$ cat src/rtl/seg7_if.sv
// Bus between the CPU LED output register (master) and the 7-segment scan driver (slave).
// There is no valid/ready handshake: the master holds level signals that the
// driver samples on every clk. disp_data is captured only at frame boundaries.
// frame_done is a one-cycle pulse from the driver.
interface seg7_if;
  logic [23:0] disp_data;
  logic        disp_en;
  logic        lz_blank;
  logic        blink_en;
  logic [7:0]  seg_out;
  logic [7:0]  an_out;
  logic        frame_done;

  modport master (
    output disp_data, disp_en, lz_blank, blink_en,
    input  seg_out, an_out, frame_done
  );

  modport slave (
    input  disp_data, disp_en, lz_blank, blink_en,
    output seg_out, an_out, frame_done
  );
endinterface

$ cat src/rtl/seg7_scan_driver.sv
// Multiplexed 8-digit common-anode 7-segment driver showing a 24-bit value as 6 hex digits.
// The input value is latched only at frame boundaries, so a frame never mixes two values.
// Supports leading-zero blanking, a global enable and a whole-display blink.
module seg7_scan_driver #(
  parameter int CLK_DIV      = 100000,
  parameter int BLINK_FRAMES = 64
) (
  input  logic clk,
  input  logic rst,
  seg7_if.slave bus
);

  localparam int PW = (CLK_DIV > 1) ? $clog2(CLK_DIV) : 1;
  localparam int FW = (BLINK_FRAMES > 1) ? $clog2(BLINK_FRAMES) : 1;
  localparam logic [PW-1:0] PRESC_MAX = PW'(CLK_DIV - 1);
  localparam logic [FW-1:0] FRAME_MAX = FW'(BLINK_FRAMES - 1);

  logic [PW-1:0] presc_q, presc_d;
  logic [2:0]    idx_q, idx_d;
  logic [23:0]   shadow_q, shadow_d;
  logic [FW-1:0] frame_cnt_q, frame_cnt_d;
  logic          blink_ph_q, blink_ph_d;
  logic [7:0]    an_q, an_d;
  logic [7:0]    seg_q, seg_d;
  logic          frame_done_q, frame_done_d;

  logic          tick;
  logic          boundary;
  logic [31:0]   disp_word;
  logic [3:0]    nib;
  logic [7:0]    hi_zero;
  logic          lead_blank;
  logic          visible;

  // Active-low segment pattern {dp,g,f,e,d,c,b,a} for one hex nibble; dp always off.
  function automatic logic [7:0] hex7(input logic [3:0] n);
    case (n)
      4'h0: hex7 = 8'hC0;
      4'h1: hex7 = 8'hF9;
      4'h2: hex7 = 8'hA4;
      4'h3: hex7 = 8'hB0;
      4'h4: hex7 = 8'h99;
      4'h5: hex7 = 8'h92;
      4'h6: hex7 = 8'h82;
      4'h7: hex7 = 8'hF8;
      4'h8: hex7 = 8'h80;
      4'h9: hex7 = 8'h90;
      4'hA: hex7 = 8'h88;
      4'hB: hex7 = 8'h83;
      4'hC: hex7 = 8'hC6;
      4'hD: hex7 = 8'hA1;
      4'hE: hex7 = 8'h86;
      default: hex7 = 8'h8E;
    endcase
  endfunction

  // Prescaler, digit scan index, frame-boundary latch and blink timebase.
  always_comb begin
    tick         = (presc_q == PRESC_MAX);
    boundary     = tick && (idx_q == 3'd7);
    presc_d      = tick ? '0 : presc_q + PW'(1);
    idx_d        = tick ? idx_q + 3'd1 : idx_q;
    shadow_d     = shadow_q;
    frame_cnt_d  = frame_cnt_q;
    blink_ph_d   = blink_ph_q;
    frame_done_d = boundary;
    if (boundary) begin
      shadow_d = bus.disp_data;
      if (frame_cnt_q == FRAME_MAX) begin
        frame_cnt_d = '0;
        blink_ph_d  = ~blink_ph_q;
      end else begin
        frame_cnt_d = frame_cnt_q + FW'(1);
      end
    end
  end

  // Anode/segment pattern for the digit currently selected by the scan index.
  always_comb begin
    disp_word  = {8'h00, shadow_q};
    nib        = disp_word[{idx_q, 2'b00} +: 4];
    // hi_zero[i]: nibbles i..5 of the latched value are all zero.
    hi_zero[7] = 1'b1;
    hi_zero[6] = 1'b1;
    hi_zero[5] = (shadow_q[23:20] == 4'h0);
    hi_zero[4] = hi_zero[5] && (shadow_q[19:16] == 4'h0);
    hi_zero[3] = hi_zero[4] && (shadow_q[15:12] == 4'h0);
    hi_zero[2] = hi_zero[3] && (shadow_q[11:8] == 4'h0);
    hi_zero[1] = hi_zero[2] && (shadow_q[7:4] == 4'h0);
    hi_zero[0] = hi_zero[1] && (shadow_q[3:0] == 4'h0);
    // Digit 0 is never blanked so a zero value still reads "0".
    lead_blank = bus.lz_blank && (idx_q != 3'd0) && hi_zero[idx_q];
    visible    = bus.disp_en && !(bus.blink_en && blink_ph_q) &&
                 (idx_q <= 3'd5) && !lead_blank;
    an_d       = visible ? ~(8'b1 << idx_q) : 8'hFF;
    seg_d      = visible ? hex7(nib) : 8'hFF;
  end

  // State and registered outputs; reset darkens the display at once.
  always_ff @(posedge clk or posedge rst) begin
    if (rst) begin
      presc_q      <= '0;
      idx_q        <= 3'd0;
      shadow_q     <= 24'h0;
      frame_cnt_q  <= '0;
      blink_ph_q   <= 1'b0;
      an_q         <= 8'hFF;
      seg_q        <= 8'hFF;
      frame_done_q <= 1'b0;
    end else begin
      presc_q      <= presc_d;
      idx_q        <= idx_d;
      shadow_q     <= shadow_d;
      frame_cnt_q  <= frame_cnt_d;
      blink_ph_q   <= blink_ph_d;
      an_q         <= an_d;
      seg_q        <= seg_d;
      frame_done_q <= frame_done_d;
    end
  end

  assign bus.an_out     = an_q;
  assign bus.seg_out    = seg_q;
  assign bus.frame_done = frame_done_q;

endmodule
$ cat src/flat_wrapper.sv
// flat-port wrapper written by rule: the top's interface ports become plain ports
module seg7_scan_driver_flat 
#(
  parameter int CLK_DIV      = 100000,
  parameter int BLINK_FRAMES = 64
)
  (clk, rst, bus_disp_data, bus_disp_en, bus_lz_blank, bus_blink_en, bus_seg_out, bus_an_out, bus_frame_done);
  seg7_if bus_i ();
  input  logic clk;
  input  logic rst;
  input wire logic [$bits(bus_i.disp_data)-1:0] bus_disp_data;
  input wire logic [$bits(bus_i.disp_en)-1:0] bus_disp_en;
  input wire logic [$bits(bus_i.lz_blank)-1:0] bus_lz_blank;
  input wire logic [$bits(bus_i.blink_en)-1:0] bus_blink_en;
  output wire logic [$bits(bus_i.seg_out)-1:0] bus_seg_out;
  output wire logic [$bits(bus_i.an_out)-1:0] bus_an_out;
  output wire logic [$bits(bus_i.frame_done)-1:0] bus_frame_done;
  assign bus_i.disp_data = bus_disp_data;
  assign bus_i.disp_en = bus_disp_en;
  assign bus_i.lz_blank = bus_lz_blank;
  assign bus_i.blink_en = bus_blink_en;
  assign bus_seg_out = bus_i.seg_out;
  assign bus_an_out = bus_i.an_out;
  assign bus_frame_done = bus_i.frame_done;
  seg7_scan_driver #(.CLK_DIV(CLK_DIV), .BLINK_FRAMES(BLINK_FRAMES)) u_core (.clk(clk), .rst(rst), .bus(bus_i));
endmodule
$ cat config.mk
export PLATFORM = sky130hd
export DESIGN_NAME = seg7_scan_driver_flat
export DESIGN_NICKNAME = d
export VERILOG_FILES = /design/src/rtl/seg7_if.sv /design/src/rtl/seg7_scan_driver.sv /design/src/flat_wrapper.sv
export SDC_FILE = /design/constraint.sdc
export NUM_CORES = 1
export LEC_CHECK = 0
export ABC_AREA = 0
export CORE_MARGIN = 2
export CORE_UTILIZATION = 60
export CTS_CLUSTER_DIAMETER = 120
export DETAILED_ROUTE_END_ITERATION = 6
export DONT_BUFFER_PORTS = 1
export PLACE_DENSITY_LB_ADDON = 0.08
export SYNTH_ARGS = -nofsm -noshare
export SYNTH_HDL_FRONTEND = slang
export SYNTH_SLANG_ARGS = --single-unit
$ cat constraint.sdc
create_clock -name clk -period 3.8 [get_ports clk]
set_input_delay 1.14 -clock clk [delete_from_list [all_inputs] [get_ports clk]]
set_output_delay 1.14 -clock clk [all_outputs]
set_load 0.005 [all_outputs]
==> reports/qor.csv, run 1 <==
metric;value;unit
status;finished clean;
regArea;1700;um2
antenna_left;0;
rsz0062_at_grt;no;
fin_util;64.5;%
hpwl;4140;um
grt_max_degree;32;
endpoint_kind;register;
clk_path_buf_depth;2;
first_global_vias;2126;
cts_resized;0;
yosysUniqueCellTypes;47;
n_antenna_cell;0;
synth_nets;319;
wl_met3;253;um
fin_worst_skew;0.00641;ns
antenna_found_initial;0;
grt_pass1_wl;10300;um
insertion_delay;0.34;ns
post-route-drc-count;0;
tns;0;ns
route.met2.wl;2830;um
wl_per_cell;16.3;um
syn_inst;276;
crit_type;register to register;
power_density;356;nW/um2
cts.sinks;67;
path_clk_slew;0.07;ns
fill_cells;434;
crit_fanout;15;
cp.arrival;2.85;ns
hold_buffers;0;
postCtsSetupBuffers;0;
async_flop_share;100;%
setup_viol;0;
tritoncts;built;
worst_ep_required_time;4.07;ns
h-tree-depth;3;
ys.flop_type;dfrtp_1;
max_slew.worst_pin.slew;0.971;ns
mostFrequentLayoutCell;dfrtp_1;
cts_made_buffers;9;
syn2layout_area_growth;5.33;%
ys_seq_elements;67;
hold_path.class;register to register;
grt_usage;21.7;%
multi_input_area;1490;um2
slew_headroom;35.1;%
routed_via_density;5.77;
drive_above_1_share;26.6;%
syn-cell-area;3310;um2
std_cell_rows;27;
grt_overflow;0;
leakage;1.59;nW
final_cell_mix;52 x dfrtp_1, 29 x mux2_2, 22 x nor2_1, 18 x nand2_1, 17 x nand3_1;
die_h;78.3;um
pin_count;46;
cp-start-kind;register;
maxCapViolations;0;
fmax;387;MHz
dieArea;6130;um2
drt_first_pass_iters;5;
finalNetCount;320;
layout_min_cycle_time;2.58;ns
seq_area_frac_synth;51.2;%
peakVddDrop;218;uV
drv_slew;0;
io_buffers;0;
drt_iter0_drc;109;
start_util;61.3;%
core_area;5410;um2
gp_congestion;0.782;
wl_met1;2630;um
yosys_warnings;0;
fp.dieW;78.3;um
synth_edf_count;0;
syn_avg_cell_area;12.0;um2
period_share;68.0;%
top_layer;met4;
hold_viol;0;
routed_wl;5770;um
root_buffer;clkbuf_8;
vias;2043;
worst max-delay path, cell delays in order (launching register included):
cell and delay [ns]:
dfrtp_1 0.72, inv_1 0.23, ha_1 0.29, or4_1 0.52, a2111oi_2 0.28, a211oi_2 0.29
nand3_1 0.18
report_power, final:
part           internal (W)  switching, W   total, W  leakage (nW)
Sequential         0.000720    0.00000187   0.000722         0.870
Combinational    0.00000413     0.0000176  0.0000217         0.643
Clock              0.000233      0.000266   0.000500        0.0791
Total              0.000958      0.000286    0.00124          1.59
final cells by class:
type / instances / share of cell area, %
tap: 72 / 2.58
sequential: 67 / 48.6
clock buffer: 11 / 3.77
inverter: 10 / 1.08
timing repair buffer: 2 / 0.430
multi-input combinational: 187 / 42.7
clock inverter: 5 / 0.861
path summary, 6_finish.rpt:
path | slack (ns) | endpoint | startpoint | cells after the start
setup / recovery | 1.22 | u_core.bus.an_out[5] | u_core.idx_q[0] | 6
hold / removal | 0.47 | u_core.blink_ph_q | u_core.blink_ph_q | 1
setup reg to reg | 1.22 | u_core.bus.an_out[5] | u_core.idx_q[0] | 6
hold reg to reg | 0.47 | u_core.blink_ph_q | u_core.blink_ph_q | 1
max in group asynchronous | 2.34 | u_core.bus.seg_out[4] | rst | 2
min in group asynchronous | 0.72 | u_core.frame_cnt_q[0] | rst | 1
registers in the layout, summed over array words and instances (netlist names):
signal	cells
u_core.frame_cnt_q	6
u_core.bus.an_out	8
u_core.bus.frame_done	1
u_core.bus.seg_out	7
u_core.idx_q	3
u_core.shadow_q	24
u_core.presc_q	17
u_core.blink_ph_q	1
per-stage QoR:
stage	instance area, um2	worst slack, ns	hold slack, ns	total power, W	std cells
final	3490	1.22	0.475	0.00124	354
after global placement	3330	1.24	0.464	0.000758	338
after detailed placement	3330	1.19	0.462	0.000758	338
after CTS	3490	1.16	0.477	0.00126	354
after floorplan	3310	1.00	0.445	0.000753	276
after global routing	3490	0.984	0.510	0.00129	354
metal layers:
layer / up-vias / GRT usage (%)
li1: 975 / -
met4: 0 / 8.95
met3: 6 / 5.86
met5: - / 0
met1: 1014 / 29.1
met2: 48 / 33.8
synth_stat cells (all sizes together), types with 3 or more instances:
| cell type | number | area (um2) |
|---|---|---|
| dfrtp | 52 | 1300 |
| mux2 | 29 | 327 |
| nor2 | 22 | 82.6 |
| nand2 | 18 | 67.6 |
| nand3 | 18 | 95.1 |
| dfstp | 15 | 394 |
| ha | 14 | 175 |
| xnor2 | 12 | 105 |
| buf | 11 | 86.3 |
| inv | 10 | 37.5 |
| o21ai | 7 | 35.0 |
| xor2 | 7 | 61.3 |
| a21oi | 5 | 25.0 |
| nor4 | 5 | 31.3 |
| mux2i | 4 | 40.0 |
| mux4 | 4 | 90.1 |
| nor3 | 4 | 20.0 |
| a22oi | 3 | 55.1 |
| and2 | 3 | 18.8 |
| nand4 | 3 | 18.8 |
| o221ai | 3 | 26.3 |
logic make-up (layout without fill, tap and decap cells):
kind of cell,Yosys count,count (layout),synth area share (%)
buf+inv,22,28,3.85
xor+xnor,19,19,5.02
simple gates,86,86,13.0
mux,37,37,13.8
compound gates,30,30,7.74
other cells,1,1,0.113
flops,67,67,51.2
fa+ha+maj,14,14,5.29
(Power assumes the default switching activity.)
==> inputs of run 2 (changes only) <==
==> constraint.sdc (replaced) <==
create_clock -name clk -period 2.6 [get_ports clk]
set_input_delay 0.78 -clock clk [delete_from_list [all_inputs] [get_ports clk]]
set_output_delay 0.78 -clock clk [all_outputs]
set_load 0.005 [all_outputs]
==> run 2 against run 1 <==
Effect of this change:
- count of clock-buffer cells in the layout rose by 1
- register-to-register slack got worse by 0.97 ns
- first-iteration DRC count is 26% lower
- final cell count is 1.1% higher
- clock power up 56%
- critical path type unchanged
- largest cell class unchanged
==> reports/qor.csv, run 2 (synthesis results as in run 1) <==
metric;value;unit;change
crit_type;register to register;;unchanged
root_buffer;clkbuf_8;;unchanged
start_util;61.3;%;unchanged
fin_util;65.7;%;was 64.5%
r2r-start;u_core.idx_q[0];;unchanged
endpoint_kind;register;;unchanged
cts_made_buffers;9;;unchanged
die_h;78.3;um;unchanged
rsz0062_at_grt;no;;unchanged
gp_congestion;0.780;;was 0.782
grt_usage;22.5;%;was 21.7%
vias;2013;;was 2043
seqPwrFrac;56.5;%;was 58.1%
maxCapViolations;0;;unchanged
dieArea;6130;um2;unchanged
cts.sinks;67;;unchanged
grt_pass1_wl;10400;um;was 10300 um
routed_via_density;5.62;;was 5.77
drt_first_pass_iters;4;;was 5
antenna_left;0;;unchanged
cp.arrival;2.56;ns;was 2.85 ns
worst_ep_required_time;2.81;ns;was 4.07 ns
tns;0;ns;unchanged
leakage;1.63;nW;was 1.59 nW
largest_register_ff_count;24;;unchanged
pwr-share-clk;41.7;%;was 40.2%
clk_path_buf_depth;2;;unchanged
post-route-worst-setup-slack;0.245;ns;was 1.22 ns
std_cell_rows;27;;unchanged
path_clk_slew;0.07;ns;about the same
wl_per_cell;16.5;um;was 16.3 um
total_power;0.00187;W;was 0.00124 W
r2r-end;u_core.bus.seg_out[5];;was u_core.bus.an_out[5]
p_comb_share;1.8;%;was 1.7%
intPower;0.00145;W;was 0.000958 W
final_cell_mix;52 x dfrtp_1, 29 x mux2_2, 22 x nor2_1, 18 x nand2_1, 17 x nand3_1;;unchanged
n_antenna_cell;0;;unchanged
slew_headroom;34.0;%;was 35.1%
fin_worst_skew;0.00913;ns;was 0.00641 ns
insertion_delay;0.35;ns;was 0.34 ns
hold_path.class;input port to async pin;;was register to register
postPlaceCellArea;3370;um2;was 3330 um2
antenna_found_initial;0;;unchanged
cts_resized;0;;unchanged
finalNetCount;324;;was 320
period_share;90.6;%;was 68.0%
first_global_vias;2157;;was 2126
cp-start-kind;register;;unchanged
cp-startpoint;u_core.idx_q[0];;unchanged
h-tree-depth;3;;unchanged
io_buffers;0;;unchanged
syn2layout_area_growth;7.18;%;was 5.33%
grt_max_degree;68;;was 32
largest-register;u_core.shadow_q;;unchanged
hpwl;4230;um;was 4140 um
pre_cts_slack;0.272;ns;was 1.19 ns
hold_viol;0;;unchanged
post-route-drc-count;0;;unchanged
mostFrequentLayoutCell;dfrtp_1;;unchanged
setup_viol;0;;unchanged
layout_min_cycle_time;2.35;ns;was 2.58 ns
worst-r2r-cell-count;6;;unchanged
power_switching;0.000414;W;was 0.000286 W
drive_above_1_share;28.0;%;was 26.6%
fp.dieW;78.3;um;unchanged
r2r_slack;0.25;ns;was 1.22 ns
max_slew.worst_pin.slew;0.988;ns;was 0.971 ns
pin_count;46;;unchanged
postCtsSetupBuffers;0;;unchanged
fill_cells;412;;was 434
switching_share;22.2;%;was 23.0%
power_density;527;nW/um2;was 356 nW/um2
fmax;425;MHz;was 387 MHz
core_area;5410;um2;unchanged
drv_slew;0;;unchanged
status;finished clean;;unchanged
finalInstanceArea;3550;um2;was 3490 um2
drt_iter0_drc;81;;was 109
hold_buffers;0;;unchanged
grt_overflow;0;;unchanged
routed_wl;5900;um;was 5770 um
tritoncts;built;;unchanged
peakVddDrop;422;uV;was 218 uV
crit_fanout;15;;unchanged
-- run 2: power by group through the flow --
| stage | Sequential, W | Combinational, W | Clock, W |
|---|---|---|---|
| floorplan | 0.00107 | 0.0000264 | 0 |
| global placement | 0.00107 | 0.0000347 | 0 |
| detailed placement | 0.00107 | 0.0000351 | 0 |
| CTS | 0.00106 | 0.0000353 | 0.000796 |
| global route | 0.00106 | 0.0000391 | 0.000842 |
| finish | 0.00106 | 0.0000332 | 0.000780 |
-- run 2: worst max path at each step --
| stage | endpoint |
|---|---|
| after global routing | u_core.bus.seg_out[4] |
| after global placement | u_core.bus.seg_out[6] |
| after CTS | u_core.bus.seg_out[4] |
| after detailed placement | u_core.bus.seg_out[5] |
| final | u_core.bus.seg_out[5] |
| after floorplan | u_core.blink_ph_q |
-- run 2: metrics by stage --
stage | std cells | hold slack, ns
final | 358 | 0.374
after floorplan | 276 | 0.445
after CTS | 358 | 0.388
after detailed placement | 342 | 0.469
after global placement | 342 | 0.460
after global routing | 358 | 0.406
-- run 2: cell type report --
| type | instances | area [um2] | share of cell area, % |
|---|---|---|---|
| inverter | 10 | 37.5 | 1.06 |
| timing repair buffer | 6 | 57.6 | 1.62 |
| sequential | 67 | 1700 | 47.8 |
| multi-input combinational | 187 | 1490 | 41.9 |
| clock buffer | 12 | 155 | 4.37 |
| clock inverter | 4 | 25.0 | 0.705 |
| tap | 72 | 90.1 | 2.54 |
-- run 2: critical path, cell delays in order, from the launching register on --
cell and delay [ns]:
dfrtp_1 0.47, inv_1 0.20, ha_1 0.22, or4_1 0.14, a2111oi_2 0.04, a211oi_2 0.85, o221ai_1 0.30
-- run 2: routing by layer --
metal | global-route usage [%] | routed length, um | share of wire, %
met1 | 29.2 | 2680 | 45
met2 | 35.7 | 2860 | 48
met3 | 4.48 | 214 | 3.6
met4 | 12.6 | 141 | 2.4
met5 | 0 | 0 | 0
==> inputs of run 3 (changes only) <==
--- a/config.mk
+++ b/config.mk
@@ -12,6 +12,8 @@
 export DETAILED_ROUTE_END_ITERATION = 6
 export DONT_BUFFER_PORTS = 1
 export PLACE_DENSITY_LB_ADDON = 0.08
+export SETUP_SLACK_MARGIN = 0.3
+export SKIP_CTS_REPAIR_TIMING = 1
 export SYNTH_ARGS = -nofsm -noshare
 export SYNTH_HDL_FRONTEND = slang
 export SYNTH_SLANG_ARGS = --single-unit
==> run 3 against run 2 <==
Effect of this change:
- register-to-register slack better by 0.19 ns
- clock skew fell by 0.0032 ns
- utilization up 1.1 points
- setup slack better by 0.19 ns
- count of clock-buffer cells in the layout down 2
- critical path type unchanged
==> reports/qor.csv, run 3 (synthesis results as in run 1) <==
metric;value;unit;change
status;finished clean;;unchanged
drt_first_pass_iters;4;;unchanged
root_buffer;clkbuf_8;;unchanged
mostFrequentLayoutCell;dfrtp_1;;unchanged
post-route-drc-count;0;;unchanged
routed_wl;6040;um;was 5900 um
layout_min_cycle_time;2.17;ns;was 2.35 ns
gp_congestion;0.882;;was 0.780
cp.arrival;2.42;ns;was 2.56 ns
rsz0062_at_grt;yes;;was no
io_buffers;0;;unchanged
worst_path_most_repeated_cell;inv_1;;
drt_iter0_drc;95;;was 81
fin_cells;360;;was 358
hold_path.class;input port to async pin;;unchanged
path_clk_slew;0.07;ns;about the same
worst-path-buf-inv;2;;was 1
routed_via_density;5.70;;was 5.62
vias;2053;;was 2013
peakVddDrop;600;uV;was 422 uV
start_util;61.3;%;unchanged
finalNetCount;326;;was 324
insertion_delay;0.34;ns;was 0.35 ns
antenna_left;0;;unchanged
largest-register;u_core.shadow_q;;unchanged
endpoint_kind;register;;unchanged
max_slew.worst_pin.slew;0.707;ns;was 0.988 ns
leakage;1.64;nW;was 1.63 nW
fin_worst_skew;0.00588;ns;was 0.00913 ns
grt_pass1_wl;10500;um;was 10400 um
fp.dieW;78.3;um;unchanged
pin_count;46;;unchanged
crit_path_top_delay_cell;mux4_2;;was a211oi_2
core_area;5410;um2;unchanged
final_cell_mix;51 x dfrtp_1, 29 x mux2_2, 22 x nor2_1, 18 x nand2_1, 17 x nand3_1;;was 52 x dfrtp_1, 29 x mux2_2, 22 x nor2_1, 18 x nand2_1, 17 x nand3_1
maxCapViolations;0;;unchanged
grt_usage;22.5;%;about the same
dieArea;6130;um2;unchanged
first_global_vias;2075;;was 2157
hold_viol;0;;unchanged
path_cells;mux4_2, a22o_1, inv_1, ha_2, inv_1, nor2_1, a21oi_1, o221ai_1;;was inv_1, ha_1, or4_1, a2111oi_2, a211oi_2, o221ai_1
worst_ep_required_time;2.86;ns;was 2.81 ns
hpwl;4510;um;was 4230 um
grt_overflow;0;;unchanged
tns;0;ns;unchanged
crit_type;register to register;;unchanged
post-place-cells;344;;was 342
n_antenna_cell;0;;unchanged
drv_slew;0;;unchanged
syn2layout_area_growth;8.92;%;was 7.18%
clk_path_buf_depth;2;;unchanged
drive_above_1_share;29.9;%;was 28.0%
antenna_found_initial;0;;unchanged
wl_per_cell;16.8;um;was 16.5 um
setup_viol;0;;unchanged
fmax;461;MHz;was 425 MHz
cp-start-kind;register;;unchanged
cts_made_buffers;9;;unchanged
cts.sinks;67;;unchanged
power_density;542;nW/um2;was 527 nW/um2
die_h;78.3;um;unchanged
cp_top_family;compound AO/OA/AOI/OAI gates;;unchanged
period_share;83.4;%;was 90.6%
h-tree-depth;3;;unchanged
std_cell_rows;27;;unchanged
grt_max_degree;34;;was 68
crit_fanout;6;;was 15
tritoncts;built;;unchanged
max_stage_delay;0.53;ns;was 0.85 ns
slew_headroom;52.8;%;was 34.0%
largest_register_ff_count;24;;unchanged
-- run 3: final cells by class --
class / count / area (um2)
Clock buffer: 10 / 138
Clock inverter: 6 / 65.1
Fill cell: 410 / 1800
Inverter: 10 / 41.3
Multi-Input combinational cell: 187 / 1500
Sequential cell: 67 / 1700
Tap cell: 72 / 90.1
Timing Repair Buffer: 8 / 76.3
-- run 3: worst paths after layout --
kind / from / end / slack [ns] / cells past startpoint
min in group clk: u_core.blink_ph_q / u_core.blink_ph_q / 0.48 / 1
min reg2reg: u_core.blink_ph_q / u_core.blink_ph_q / 0.48 / 1
max: u_core.idx_q[0] / u_core.bus.seg_out[5] / 0.43 / 8
min: rst / u_core.shadow_q[15] / 0.41 / 1
max reg2reg: u_core.idx_q[0] / u_core.bus.seg_out[5] / 0.43 / 8
max in group asynchronous: rst / u_core.bus.an_out[1] / 1.51 / 2
-- run 3: layer usage --
layer,vias up,track usage [%],wire length (um),part of all wire (%)
met5,-,0,0,0
met4,0,11.1,161,2.7
met3,14,4.71,233,3.9
met2,41,36.0,2910,48
met1,1013,29.2,2730,45
li1,985,-,-,-
-- run 3: per-stage QoR --
stage	utilization (%)	total power [W]	hold WS [ns]	area [um2]	worst slack [ns]
after global routing	66.7	0.00203	0.464	3610	0.299
final	66.7	0.00196	0.410	3610	0.431
after global placement	62.7	0.00111	0.460	3390	0.397
after detailed placement	62.7	0.00111	0.478	3390	0.338
after CTS	66.4	0.00199	0.421	3590	0.334
after floorplan	-	0.00110	0.445	3320	0.434
-- run 3: power breakdown --
part / switching, W / internal [W] / leakage, nW
clock network: 0.000396 / 0.000468 / 0.102
registers: 0.00000272 / 0.00105 / 0.868
logic: 0.0000275 / 0.00000852 / 0.671
